`config.mk`:
```
export PLATFORM = sky130hd
export DESIGN_NAME = keypad_emulator
export DESIGN_NICKNAME = d
export VERILOG_FILES = /design/src/rtl/keypad_pkg.sv /design/src/rtl/keypad_col_edge.sv /design/src/rtl/keypad_emulator.sv
export SDC_FILE = /design/constraint.sdc
export NUM_CORES = 1
export LEC_CHECK = 0
export ABC_AREA = 0
export CORE_MARGIN = 2
export CORE_UTILIZATION = 55
export CTS_CLUSTER_DIAMETER = 120
export DETAILED_ROUTE_END_ITERATION = 10
export GPL_ROUTABILITY_DRIVEN = 0
export HOLD_SLACK_MARGIN = 0.08
export PLACE_DENSITY = 0.78
export SLEW_MARGIN = 10
export SYNTH_ARGS = -nofsm -noshare
export SYNTH_HDL_FRONTEND = slang
export SYNTH_SLANG_ARGS = --single-unit
export TNS_END_PERCENT = 100
```
`constraint.sdc`:
```
create_clock -name clk -period 2.7 [get_ports clk]
set_input_delay 0.405 -clock clk [delete_from_list [all_inputs] [get_ports clk]]
set_output_delay 0.405 -clock clk [all_outputs]
set_load 0.03 [all_outputs]
```
`src/rtl/keypad_pkg.sv`:
```
// rtl/keypad_pkg.sv - column/row patterns, FSM encoding and index mapping for the keypad emulator
package keypad_pkg;

  localparam logic [3:0] C1       = 4'b0111;
  localparam logic [3:0] C2       = 4'b1011;
  localparam logic [3:0] C3       = 4'b1101;
  localparam logic [3:0] C4       = 4'b1110;
  localparam logic [3:0] IDLE_PAT = 4'b1111;

  typedef enum logic [1:0] {
    IDLE  = 2'b00,
    ARM   = 2'b01,
    PRESS = 2'b10,
    GAP   = 2'b11
  } state_t;

  // Index 0 is the MSB line, matching the scanner's strobe order.
  function automatic logic [3:0] idx_to_low(input logic [1:0] idx);
    case (idx)
      2'd0:    return C1;
      2'd1:    return C2;
      2'd2:    return C3;
      default: return C4;
    endcase
  endfunction

endpackage

```
`src/rtl/keypad_col_edge.sv`:
```
// rtl/keypad_col_edge.sv - registers the column drive and flags strobe start/end on one column
module keypad_col_edge
  import keypad_pkg::*;
(
  input  logic       clk,
  input  logic       rst,
  input  logic [3:0] col,
  input  logic [1:0] sel,
  output logic       act,
  output logic       deact
);

  logic [3:0] col_q;
  logic [3:0] sel_hot;

  always_ff @(posedge clk or negedge rst) begin
    if (!rst) begin
      col_q <= IDLE_PAT;
    end else begin
      col_q <= col;
    end
  end

  assign sel_hot = ~idx_to_low(sel);
  assign act     = |(sel_hot & col_q & ~col);
  assign deact   = |(sel_hot & ~col_q & col);

endmodule

```
`src/rtl/keypad_emulator.sv`:
```
// rtl/keypad_emulator.sv - 4x4 membrane keypad model closing one switch for a fixed number of column strobes
module keypad_emulator
  import keypad_pkg::*;
#(
  parameter int HOLD_SCANS     = 4,
  parameter int GAP_SCANS      = 2,
  parameter int TIMEOUT_CYCLES = 1024
) (
  input  logic       clk,
  input  logic       rst,
  input  logic       key_valid,
  output logic       key_ready,
  input  logic [3:0] key_code,
  input  logic [3:0] col,
  output logic [3:0] row,
  output logic       busy,
  output logic       done,
  output logic       timeout
);

  localparam int MAX_SCANS = (HOLD_SCANS > GAP_SCANS) ? HOLD_SCANS : GAP_SCANS;
  localparam int CNT_W     = $clog2(MAX_SCANS + 1);
  localparam int TO_W      = $clog2(TIMEOUT_CYCLES);

  localparam logic [CNT_W-1:0] HOLD_N  = CNT_W'(HOLD_SCANS);
  localparam logic [CNT_W-1:0] GAP_N   = CNT_W'(GAP_SCANS);
  localparam logic [TO_W-1:0]  TO_LAST = TO_W'(TIMEOUT_CYCLES - 1);

  state_t           state, state_nx;
  logic [3:0]       code_q, code_nx;
  logic [CNT_W-1:0] press_cnt, press_nx;
  logic [CNT_W-1:0] gap_cnt, gap_nx;
  logic [TO_W-1:0]  to_cnt, to_nx;

  logic       act, deact;
  logic       accept, expired, closed, col_low;
  logic [3:0] row_mask, col_mask;

  keypad_col_edge u_col_edge (
    .clk   (clk),
    .rst   (rst),
    .col   (col),
    .sel   (code_q[1:0]),
    .act   (act),
    .deact (deact)
  );

  assign key_ready = (state == IDLE);
  assign busy      = (state != IDLE);
  assign accept    = key_valid & key_ready;
  // A strobe starting on the terminal count still counts, so act beats expiry.
  assign expired   = busy & ~act & (to_cnt == TO_LAST);

  always_ff @(posedge clk or negedge rst) begin
    if (!rst) begin
      state     <= IDLE;
      code_q    <= 4'd0;
      press_cnt <= '0;
      gap_cnt   <= '0;
      to_cnt    <= '0;
    end else begin
      state     <= state_nx;
      code_q    <= code_nx;
      press_cnt <= press_nx;
      gap_cnt   <= gap_nx;
      to_cnt    <= to_nx;
    end
  end

  always_comb begin
    state_nx = state;
    code_nx  = code_q;
    press_nx = press_cnt;
    gap_nx   = gap_cnt;
    to_nx    = to_cnt;
    done     = 1'b0;
    timeout  = 1'b0;

    if (busy) begin
      to_nx = act ? '0 : to_cnt + TO_W'(1);
    end

    case (state)
      IDLE: begin
        if (accept) begin
          code_nx  = key_code;
          press_nx = '0;
          gap_nx   = '0;
          to_nx    = '0;
          state_nx = ARM;
        end
      end
      ARM: begin
        if (act) begin
          press_nx = CNT_W'(1);
          state_nx = PRESS;
        end
      end
      PRESS: begin
        if (act) begin
          press_nx = press_cnt + CNT_W'(1);
        end else if (deact && (press_cnt == HOLD_N)) begin
          gap_nx = '0;
          if (GAP_SCANS == 0) begin
            done     = 1'b1;
            state_nx = IDLE;
          end else begin
            state_nx = GAP;
          end
        end
      end
      GAP: begin
        if (deact) begin
          gap_nx = gap_cnt + CNT_W'(1);
          if ((gap_cnt + CNT_W'(1)) == GAP_N) begin
            done     = 1'b1;
            state_nx = IDLE;
          end
        end
      end
      default: state_nx = IDLE;
    endcase

    if (expired) begin
      done     = 1'b0;
      timeout  = 1'b1;
      state_nx = IDLE;
    end
  end

  // Row follows the live column drive so the scanner sees no clock lag.
  assign closed   = (state == PRESS) | ((state == ARM) & act);
  assign row_mask = idx_to_low(code_q[3:2]);
  assign col_mask = idx_to_low(code_q[1:0]);
  assign col_low  = ((col | col_mask) != IDLE_PAT);
  assign row      = (closed & col_low) ? row_mask : IDLE_PAT;

endmodule

```
==> results of run 1 <==
==> stage by stage <==
step	setup slack (ps)	total power [W]	instance area, µm²	hold slack (ps)	utilization [%]
floorplan	352	0.00125	1550	109	-
global placement	-436	0.00151	1850	470	68.4
finish	74.6	0.00184	1910	420	70.5
global route	9.59	0.00198	1910	435	70.5
detailed placement	-484	0.00156	1850	493	68.4
CTS	54.1	0.00184	1910	421	70.5
==> metal layers <==
layer | wire length (µm) | track usage (%)
met1 | 1420 | 29.8
met2 | 1640 | 37.8
met3 | 143 | 2.72
met4 | 46 | 6.98
met5 | 0 | 0
==> state kept, by name, indices dropped and copies added, names as in the netlist <==
register,flops
gap_cnt,3
code_q,4
u_col_edge.col_q,4
press_cnt,3
state,2
to_cnt,10
==> Yosys cell counts (3+ instances only) <==
library cell / instances
and3_1: 4
inv_1: 9
nor3_1: 4
o21ai_0: 21
nor2_1: 7
clkbuf_1: 3
ha_1: 10
nand3_1: 6
nand2_1: 14
nor2b_1: 7
mux2_2: 4
dfstp_2: 4
dfrtp_1: 22
==> worst register-to-register path, stage by stage (launching register included) <==
cell	delay, ps
dfrtp_1	430
inv_1	150
ha_1	200
buf_4	190
nor2b_1	630
nor2_1	130
and3_1	250
mux2_1	310
==> repair_timing <==
action,in CTS,in global routing
setup endpoints to repair,2,0
hold endpoints to repair,0,0
gates resized for setup,12,0
setup buffers,1,0
==> where the power goes <==
group	switching, W	leakage (nW)	total [W]	internal (W)
logic	0.000526	0.475	0.000985	0.000459
registers	0.0000917	0.331	0.000586	0.000494
clock network	0.000120	0.0279	0.000270	0.000150
total	0.000738	0.834	0.00184	0.00110
==> area by class of cell <==
class                           count  area share [%]
Clock inverter                      1            1.57
Timing Repair Buffer               34            14.9
Sequential cell                    26            34.3
Multi-Input combinational cell    116            44.1
Clock buffer                        3            1.18
Inverter                           10            1.96
Tap cell                           31            2.03
==> cells in the final DEF, fill, tap and decap left out, types with 4 or more instances in the layout <==
master            n
dlygate4sd2_1     4
dfstp_2           4
clkdlybuf4s50_1   8
dfrtp_1          22
nor2b_1           7
nor2_1            7
and3_1            4
inv_1             9
nand2_1          14
o21ai_0          21
nand3_1           6
buf_4            21
ha_1             10
mux2_2            4
nor3_1            4
==> logic make-up (layout without fill, tap and decap cells) <==
logic type	after synthesis	count (layout)
xor gates and xnor gates	2	2
muxes	9	9
buffers and inverters	14	48
AOI/OAI and AO/OA	35	35
adders and majority gates	10	10
DFF	26	26
and+or+nand+nor	60	60
==> worst max path at each step <==
stage                              from       to  slack (ps)  depth (start not counted)
finish              u_col_edge.col_q[0]     done          70                          7
global placement                 col[0]     done        -440                          8
floorplan                      state[0]     done         350                          6
CTS                 u_col_edge.col_q[0]     done          50                          7
global route        u_col_edge.col_q[0]  timeout          10                          7
detailed placement               col[0]     done        -480                          8
==> summary.txt, run 1 <==
Fmax -> 0.381 GHz
H-tree levels -> 1
Largest family of logic cells by synthesized area -> simple AND/OR/NAND/NOR gates
Via/cell ratio -> 5.88
Slew @ Worst Pin -> 755 ps
Starting DRC count in detailed routing -> 54
Site Rows -> 19
Share of cells above drive strength 1 -> 22.6%
Hold buffers post-CTS -> 0
Routed WL -> 3250 µm
Relative slew slack -> 49.6%
Non-Filler Instances -> 221
Chip height -> 57.0 µm
CTS Sinks -> 26
Synth top area share -> 35.6%
CP max-delay cell -> mux4_2
Critical path class -> reg2out
Final hold vios -> 0
CTS Buf Count -> 3
Ys flop type -> dfrtp_1
Syn avg cell area -> 9.91 µm²
Final HPWL DP -> 2480 µm
Die area -> 3250 µm²
Distinct cells, synth -> 42
Max Cap Violations -> 0
Post-synth EDFFs -> 0
Initial DRT Pass Iterations -> 4
Vias in the first global route -> 1258
Depth of the most critical reg-to-reg path -> 7
CP startpoint kind -> register
Synthesized cell area -> 1550 µm²
Cell family with most CP delay -> simple AND/OR/NAND/NOR gates
Status -> finished, final reports clean
Clock skew -> 8.34 ps
Crit. End Element -> primary output
Grt total ovfl -> 0
Antenna Nets Post-Route -> 0
Synth Warn # -> 0
Clock latency on the worst-skew pair -> 330 ps
Dpl cells -> 216
Clk slew on worst S/H paths -> 140 ps
Fillers -> 216
Period utilization -> 97.2%
Buf/Inv on CP -> 2
Setup tns final -> 0 ps
CTS tree -> done
Final Max Slew Viols -> 0
Post-synthesis compound-gate area fraction -> 13.8%
Syn Inst Count -> 156
Pin count of the biggest net entering global routing -> 27
Synth area leaders -> dfrtp_1, ha_1, dfstp_2
Post-DR wirelength/cell -> 14.7 µm
Leak -> 0.834 nW
GRT Overall Usage -> 22.2%
RSZ-0062 raised after global routing -> false
Routed via count -> 1300
CP Cell Sequence -> nor2b_1 > mux4_2 > or2_4 > or3_4 > inv_2 > nor4b_2 > buf_4
Adder-cell area share of the yosys netlist -> 8.10%
IO Port Bufs -> 18
Worst reg-to-reg setup slack -> 320 ps
Area growth, synth to finish -> 23.6%
Critical path peak fanout -> 2
HP Class -> in2async
Clock root cell -> clkbuf_4
Sequential area share after synthesis -> 42.4%
Critical Path RT -> 2300 ps
Seq. cell area -> 656 µm²
Post-Synth Simple-Gate Area -> 23.2%
Synth area leader -> dfrtp_1
Min cycle time layout -> 2630 ps
Diodes inserted -> 0
Worst EP arrival -> 2220 ps
Area of the multi-input gates -> 842 µm²
Num ports -> 19
Synth async-reset ratio -> 100%
P per Cell Area -> 964 nW/µm²
Die outline width -> 57.0 µm
Syn_nets -> 177
Synthesized flop and latch total -> 26
Post-synthesis mux area share -> 7.85%
Count of final setup violators -> 0
Drt drc -> 0
Initial antenna violation count -> 0
Nets@finish -> 212
Reg-to-Reg Start -> state[1]
Worst r2r dst -> gap_cnt[0]
Core ar. -> 2710 µm²
Effective utilization at floorplan -> 57.0%
Post-synthesis xor/xnor area fraction -> 1.13%
First-pass GRT wire length -> 5610 µm
Crit-path max cell delay -> 490 ps
Maximum buffer depth of the clock tree -> 2
Max IR drop VDD -> 817 µV
No activity file was read; power rests on OpenSTA's default activity.
==> inputs of run 2 (changes only) <==
- CORE_ASPECT_RATIO: unset -> 1.2
- MAX_ROUTING_LAYER: unset -> met4
==> summary.txt, run 2 (synthesis gave the netlist of run 1 again) <==
Status -> finished, final reports clean
Clk pwr share -> 14.9% (+0.2 points)
Min cycle time layout -> 2630 ps (+6.89 ps)
Drt drc -> 0 (unchanged)
Final hold vios -> 0 (unchanged)
IO Port Bufs -> 18 (unchanged)
Num ports -> 19 (unchanged)
Area growth, synth to finish -> 23.6% (about the same)
CTS tree -> done
Antenna Nets Post-Route -> 0 (unchanged)
Grt total ovfl -> 0 (unchanged)
CP startpoint kind -> register
Clock skew -> 8.43 ps (+0.0884 ps)
Chip height -> 62.1 µm (+8.9%)
Die outline width -> 52.4 µm (-8.1%)
Count of final setup violators -> 0 (unchanged)
Depth of the most critical reg-to-reg path -> 7 (unchanged)
Reg power frac -> 31.9% (about the same)
Hold buffers post-CTS -> 0 (unchanged)
HP Class -> in2reg
Fillers -> 228 (+5.6%)
Net Switching -> 0.000731 W (-0.90%)
Top reg by flops -> to_cnt
Max IR drop VDD -> 576 µV (-30%)
Top flop regs -> to_cnt x10, code_q x4, u_col_edge.col_q x4
Dpl cells -> 219 (+1.4%)
Critical path class -> reg2out
Clock latency on the worst-skew pair -> 320 ps (about the same)
Initial antenna violation count -> 0 (unchanged)
Pin count of the biggest net entering global routing -> 27 (unchanged)
Vias in the first global route -> 1231 (-2.1%)
CTS Buf Count -> 3 (unchanged)
Period utilization -> 97.5% (+0.26 points)
Worst reg-to-reg setup slack -> 340 ps (+20 ps)
GRT Overall Usage -> 24.8% (+2.7 points)
Routed via count -> 1313 (+1.0%)
Max reg flops -> 10 (unchanged)
P per Cell Area -> 954 nW/µm² (-1.1%)
Final Max Slew Viols -> 0 (unchanged)
Clk slew on worst S/H paths -> 150 ps (about the same)
Share of cells above drive strength 1 -> 22.2% (-0.41 points)
Critical Path RT -> 2300 ps (about the same)
Die area -> 3250 µm² (about the same)
Crit. End Element -> primary output
Commonest cells after routing, fill and taps aside -> dfrtp_1, o21ai_0, buf_4
Effective utilization at floorplan -> 56.5% (-0.47 points)
Non-Filler Instances -> 223 (+0.90%)
Via/cell ratio -> 5.89 (about the same)
Site Rows -> 21 (+2)
First-pass GRT wire length -> 5750 µm (+2.6%)
P_int -> 0.00109 W (-1.3%)
Routed WL -> 3340 µm (+2.7%)
Worst EP arrival -> 2230 ps (about the same)
Maximum buffer depth of the clock tree -> 2 (unchanged)
Starting DRC count in detailed routing -> 50 (-7.4%)
Final HPWL DP -> 2510 µm (+1.4%)
Core ar. -> 2730 µm² (+0.83%)
RSZ-0062 raised after global routing -> true
Most common cell after layout, fill and taps aside -> dfrtp_1
Post-DR wirelength/cell -> 15.0 µm (+1.8%)
Fmax -> 0.380 GHz (-0.26%)
Final core utilization -> 69.9% (-0.63 points)
Hold path depth -> 2
Max Cap Violations -> 0 (unchanged)
Nets@finish -> 211 (-0.47%)
Leak -> 0.829 nW (-0.65%)
H-tree levels -> 1 (unchanged)
Clock root cell -> clkbuf_4
Slew @ Worst Pin -> 748 ps (-6.54 ps)
Critical path peak fanout -> 2 (unchanged)
Logic gate share of total power -> 53.1% (-0.4 points)
Initial DRT Pass Iterations -> 4 (unchanged)
CTS Sinks -> 26 (unchanged)
Diodes inserted -> 0 (unchanged)
Relative slew slack -> 50.0% (+0.44 points)
Switch share -> 40.1% (+0.091 points)
[run 2: cell types whose count changed in the layout (fill, tap and decap cells not counted), sizes merged]
cell  change
buf       -1
[run 2: worst max-delay path: stages (launching register included)]
cell and delay [ps]:
dfstp_2 400, nor2b_1 120, mux4_2 480, or2_4 270, or3_4 350, inv_4 70
nor4b_2 40, buf_4 180
[run 2: power groups by stage]
stage                     clock [W]  combinational [W]  sequential, W
after floorplan                   0           0.000666       0.000581
after global placement            0           0.000931       0.000579
after detailed placement          0           0.000966       0.000588
after CTS                  0.000276           0.000970       0.000581
after global routing       0.000292            0.00109       0.000600
final                      0.000271           0.000968       0.000582
[run 2: cell type report]
type / count / area, µm² / share of cell area [%]
timing repair buffer: 33 / 277 / 14.5
tap: 34 / 42.5 / 2.23
clock buffer: 3 / 22.5 / 1.18
multi-input combinational: 116 / 842 / 44.1
clock inverter: 1 / 30.0 / 1.57
sequential: 26 / 656 / 34.3
inverter: 10 / 40.0 / 2.10
[run 2: what timing repair did]
action / 4_1_cts / 5_1_grt
pin swaps: 2 / 0
cloned: 0 / 0
gates resized for setup: 12 / 1
setup endpoints to repair: 2 / 2
buffers inserted: 0 / 0
[run 2: layer usage]
layer | vias up | track usage (%) | routed length [µm]
li1 | 628 | - | -
met4 | 0 | 8.42 | 39
met1 | 650 | 32.1 | 1460
met5 | - | - | 0
met2 | 31 | 41.1 | 1750
met3 | 4 | 2.63 | 90
[run 2: path summary, 6_finish.rpt]
kind | from | end
max in group asynchronous | rst | u_col_edge.col_q[0]
min in group asynchronous | rst | gap_cnt[2]
max | u_col_edge.col_q[0] | done
max reg2reg | state[1] | gap_cnt[0]
min reg2reg | to_cnt[2] | to_cnt[2]
min | col[1] | u_col_edge.col_q[1]
[run 2: metrics by stage]
step | hold slack (ps) | power, W | cell area [µm²] | setup slack (ps) | TNS (ps)
2_1_floorplan | 109 | 0.00125 | 1550 | 352 | 0
3_3_place_gp | 468 | 0.00151 | 1860 | -431 | -464
6_report | 423 | 0.00182 | 1910 | 67.7 | 0
3_5_place_dp | 492 | 0.00155 | 1860 | -494 | -570
4_1_cts | 419 | 0.00183 | 1910 | 54.6 | 0
5_1_grt | 417 | 0.00198 | 1910 | -21.8 | -29.6
